[src/rtl/hex_digit_sum_arbiter.sv]
// hex_digit_sum_arbiter
//   Round-robin arbiter in front of a single nibble-serial digit-sum engine.
//   A winner's operand is captured into a shift register and one hex digit
//   is added per clock. The total is returned on sum/done_id with a one-cycle
//   done pulse.
//
// Ports
//   clk      rising-edge clock
//   rst      asynchronous active-low reset
//   req      per-requester level request, held until its gnt bit is seen
//   num_bus  packed operands, requester i at [i*WIDTH +: WIDTH]
//   gnt      one-hot, one-cycle pulse on the capture edge
//   busy     high while the engine is not idle
//   done     one-cycle pulse, sum/done_id valid
//   done_id  owner of the result on sum (held until the next done)
//   sum      hex-digit sum of the captured operand (held until the next done)
//
// Reset release is taken directly: the first arbitration happens at the
// first rising edge after rst goes high, so rst must be released away from
// the rising edge by the driving logic.
module hex_digit_sum_arbiter #(
    parameter int N_REQ = 4,
    parameter int ID_W  = 2,
    parameter int WIDTH = 32,
    parameter int SUM_W = 7
) (
    input  logic                   clk,
    input  logic                   rst,
    input  logic [N_REQ-1:0]       req,
    input  logic [N_REQ*WIDTH-1:0] num_bus,
    output logic [N_REQ-1:0]       gnt,
    output logic                   busy,
    output logic                   done,
    output logic [ID_W-1:0]        done_id,
    output logic [SUM_W-1:0]       sum
);

    localparam int DIGITS = WIDTH / 4;
    localparam int CNT_W  = $clog2(DIGITS + 1);

    typedef enum logic [1:0] {IDLE, RUN, DONE} state_t;

    state_t            state, state_nxt;
    logic [ID_W-1:0]   ptr;
    logic [ID_W-1:0]   owner;
    logic [WIDTH-1:0]  shreg;
    logic [SUM_W-1:0]  acc;
    logic [CNT_W-1:0]  cnt;

    logic [ID_W-1:0]   win;
    logic [ID_W-1:0]   cand;
    logic              found;
    logic [N_REQ-1:0]  gnt_nxt;
    logic [WIDTH-1:0]  operand;
    logic [SUM_W-1:0]  digit;
    logic              last_digit;

    // Round-robin scan starting just after the last winner; the first set
    // request bit in that rotated order wins.
    always_comb begin
        win   = ptr;
        cand  = ptr;
        found = 1'b0;
        for (int i = 1; i <= N_REQ; i++) begin
            cand = ID_W'((int'(ptr) + i) % N_REQ);
            if (!found && req[cand]) begin
                found = 1'b1;
                win   = cand;
            end
        end
    end

    always_comb begin
        gnt_nxt      = '0;
        gnt_nxt[win] = 1'b1;
    end

    assign operand    = num_bus[int'(win)*WIDTH +: WIDTH];
    assign digit      = SUM_W'(shreg[3:0]);
    assign last_digit = (state == RUN) && (cnt == CNT_W'(DIGITS - 1));

    // State register
    always_ff @(posedge clk or negedge rst) begin
        if (!rst) begin
            state <= IDLE;
        end else begin
            state <= state_nxt;
        end
    end

    // Next-state logic
    always_comb begin
        state_nxt = state;
        case (state)
            IDLE:    if (|req) state_nxt = RUN;
            RUN:     if (last_digit) state_nxt = DONE;
            DONE:    state_nxt = IDLE;
            default: state_nxt = IDLE;
        endcase
    end

    // Output logic (busy is the only purely combinational output)
    always_comb begin
        busy = (state != IDLE);
    end

    // Datapath and registered outputs
    always_ff @(posedge clk or negedge rst) begin
        if (!rst) begin
            ptr     <= ID_W'(N_REQ - 1);
            owner   <= '0;
            shreg   <= '0;
            acc     <= '0;
            cnt     <= '0;
            gnt     <= '0;
            done    <= 1'b0;
            done_id <= '0;
            sum     <= '0;
        end else begin
            gnt  <= '0;
            done <= 1'b0;
            case (state)
                IDLE: begin
                    if (|req) begin
                        shreg <= operand;
                        acc   <= '0;
                        cnt   <= '0;
                        owner <= win;
                        ptr   <= win;
                        gnt   <= gnt_nxt;
                    end
                end
                RUN: begin
                    acc   <= acc + digit;
                    shreg <= shreg >> 4;
                    cnt   <= cnt + CNT_W'(1);
                    // Publish the total including the digit added on this edge.
                    if (last_digit) begin
                        sum     <= acc + digit;
                        done_id <= owner;
                        done    <= 1'b1;
                    end
                end
                default: ;
            endcase
        end
    end

endmodule

[config.mk]
export PLATFORM = sky130hd
export DESIGN_NAME = hex_digit_sum_arbiter
export DESIGN_NICKNAME = d
export VERILOG_FILES = /design/src/rtl/hex_digit_sum_arbiter.sv
export SDC_FILE = /design/constraint.sdc
export NUM_CORES = 1
export LEC_CHECK = 0
export CORE_ASPECT_RATIO = 2
export CORE_MARGIN = 2
export CORE_UTILIZATION = 49
export DETAILED_ROUTE_END_ITERATION = 10
export PLACE_DENSITY = 0.88
export SYNTH_ARGS = -nofsm -noshare
export SYNTH_HDL_FRONTEND = slang
export SYNTH_SLANG_ARGS = --single-unit
[constraint.sdc]
create_clock -name clk -period 3.7 [get_ports clk]
set_input_delay 0.74 -clock clk [delete_from_list [all_inputs] [get_ports clk]]
set_output_delay 0.74 -clock clk [all_outputs]
set_load 0.01 [all_outputs]
==> impl_metrics.tcl <==
set metrics [dict create \
    status "finished, final reports clean" \
    die_height_um 135 \
    rsz0062_at_grt "no" \
    cp_max_fo 40 \
    max_slew_margin_pct 22.3 \
    critPathArrivalTime_ns 3.00 \
    final.setup.tns_ns 0 \
    grt_start_max_net_pins 44 \
    grt_pass1_wl_mm 21.0 \
    tightest_slew_ns 1.16 \
    whs_ns 0.362 \
    p_per_area_nw_per_um2 726 \
    ctsResizeCount 0 \
    grt_util_met1_pct 30.8 \
    synth_cells 405 \
    grt_usage_pct 28.7 \
    drt-total-wl_mm 13.4 \
    critPathKind "primary input to flip-flop" \
    clk_pin_slew_ns 0.05 \
    synth_top_area_share_pct 36.3 \
    routed_via_density 6.46 \
    clock_sinks 63 \
    clock.fmax_mhz 365 \
    synth_cell_types 46 \
    yosys-top-cells-area "dfrtp_1 36%, mux2i_1 8.8%, o211ai_2 7.7%" \
    synth_edf_count 0 \
    h-tree-depth 3 \
    finalCritPeriodShare_pct 74.0 \
    seq_area_um2 1580 \
    endpoint_kind "flip-flop" \
    initial_core_util_pct 50.8 \
    firstDrtPassIters 5 \
    cts_hold_buf 0 \
    busiest_layer "met2" \
    ir_worst_vdd_v 0.000407 \
    skew_ns 0.00533 \
    io_buffers 148 \
    fillers 616 \
    numCtsBuffers 9 \
    dieArea_um2 9390 \
    grt_pass1_vias 4221 \
    stdcell_count 637 \
    cp.required_ns 3.96 \
    drv_slew 0 \
    async_flop_share_pct 100 \
    grt_use_met2_pct 51.2 \
    fin_crit_ns 2.74 \
    yosysWarnings 0 \
    dp.cells 621 \
    final_cell_mix "147 x clkdlybuf4s50_1, 61 x dfrtp_1, 38 x nand2_1" \
    finalNetCount 674 \
    wl_per_cell_um 21.0 \
    crit_family "compound AO/OA/AOI/OAI gates" \
    ys.flop_type "dfrtp_1" \
    path_cells "clkdlybuf4s50_1, a22oi_1, o21ai_4, nand2_1, buf_4, o211ai_2" \
    gp_congestion 0.853 \
    synth_area_um2 4210 \
    hp-class "primary input to async pin" \
    total_power_w 0.00430 \
    ant_nets 0 \
    row_count 47 \
    final_hold_viol_count 0 \
    drc 0 \
    die_width_um 69.5 \
    crit_slowest_cell "o21ai_4" \
    coreArea_um2 8290 \
    setup_viol 0 \
    overflow 0 \
    syn_nets 545 \
    drive_above_1_share_pct 14.1 \
    path_buf_inv 2 \
    antenna_found_initial 0 \
    area_delta_synth_final_pct 40.8 \
    clkLatencyLatePin_ns 0.34 \
    p_leak_nw 2.51 \
    post_cts_buffers 0 \
    drv_cap 0 \
    final_common_cell "clkdlybuf4s50_1" \
    hpwl_mm 9.60 \
    ys_seq_elements 63 \
    cts_tree "done" \
    vias 4113 \
    syn_avg_cell_area_um2 10.4 \
    io_pins 149 \
    synth-seq-area-share_pct 37.5 \
    cp-start-kind "primary input" \
    drt_iter0_drc 320 \
    clk_path_buf_depth 2 \
    crit_path_max_incr_delay_ns 0.90 \
    met3_usage_pct 5.97 \
    multi_input_area_um2 2330 \
    cts_root_buf "clkbuf_16" \
    yosysTopAreaCell "dfrtp_1" \
    finalCoreUtilization_pct 71.5 \
    antenna_cells 0 \
]
final cells by class:
cell class	instances	share of cell area, %
well taps	98	2.07
repair buffers	160	26.4
multi-input cells	296	39.3
clock inverters	6	1.44
inverters	4	0.253
clock buffers	10	3.86
flip-flops and latches	63	26.6
sequential cells by signal (all words and copies together), names as in the netlist:
register,cells
sum,7
done,1
cnt,4
done_id,2
owner,2
acc,7
state,2
shreg,32
ptr,2
gnt,4
per-layer routing:
layer | up-vias | part of all wire, %
li1 | 1831 | -
met2 | 231 | 54
met3 | 52 | 6.4
met5 | - | 0
met4 | 0 | 5.8
met1 | 1999 | 34
logic make-up (layout without fill, tap and decap cells):
family | count (synthesis) | after routing | synth area share [%]
AO/OA/AOI/OAI | 152 | 152 | 31.5
XOR/XNOR | 5 | 5 | 1.04
adder cells (fa/ha/maj) | 6 | 6 | 1.96
buffers and inverters | 46 | 180 | 7.46
flip-flops | 63 | 63 | 37.5
multiplexers | 37 | 37 | 8.80
AND/OR/NAND/NOR | 96 | 96 | 11.7
final timing paths:
check	startpoint	to	slack, ns	depth (start not counted)
setup / recovery	req[1]	shreg[8]$_DFFE_PN0P_	0.96	6
hold / removal	rst	gnt[2]$_DFF_PN0_	0.36	1
setup reg to reg	ptr[1]$_DFFE_PN1P_	shreg[8]$_DFFE_PN0P_	1.26	5
hold reg to reg	sum[4]$_DFFE_PN0P_	sum[4]$_DFFE_PN0P_	0.48	2
max in group asynchronous	rst	cnt[0]$_DFFE_PN0P_	2.40	2
min in group clk	sum[4]$_DFFE_PN0P_	sum[4]$_DFFE_PN0P_	0.48	2
report_power, final:
group | total (W) | internal [W] | switching (W)
clock | 0.000892 | 0.000586 | 0.000305
sequential | 0.00121 | 0.000986 | 0.000224
combinational | 0.00220 | 0.000986 | 0.00122
through the flow:
step / area, µm² / worst slack [ns]
2_1_floorplan: 4210 / 1.71
3_3_place_gp: 5610 / 0.733
3_5_place_dp: 5610 / 0.634
4_1_cts: 5930 / 0.944
5_1_grt: 5930 / 0.795
6_report: 5930 / 0.962
synthesized netlist by cell type (2+ instances only):
master / count
dfstp_2: 2
o31ai_2: 7
o21a_1: 3
xor2_1: 2
buf_4: 8
o21ai_0: 12
xnor2_1: 3
o31ai_1: 21
nand2b_1: 2
nor2_1: 16
nand3_1: 3
o221ai_1: 4
o21ai_1: 4
nor2b_1: 2
nand4_1: 29
clkbuf_1: 12
nand2_1: 38
buf_2: 10
a21o_1: 3
mux2i_1: 37
a21oi_1: 3
o22ai_1: 4
ha_1: 5
o211ai_1: 2
dfrtp_1: 61
inv_1: 4
a22oi_1: 29
a211o_1: 28
buf_6: 9
o211ai_2: 26
Note: power is estimated with default switching activity, not from simulation.
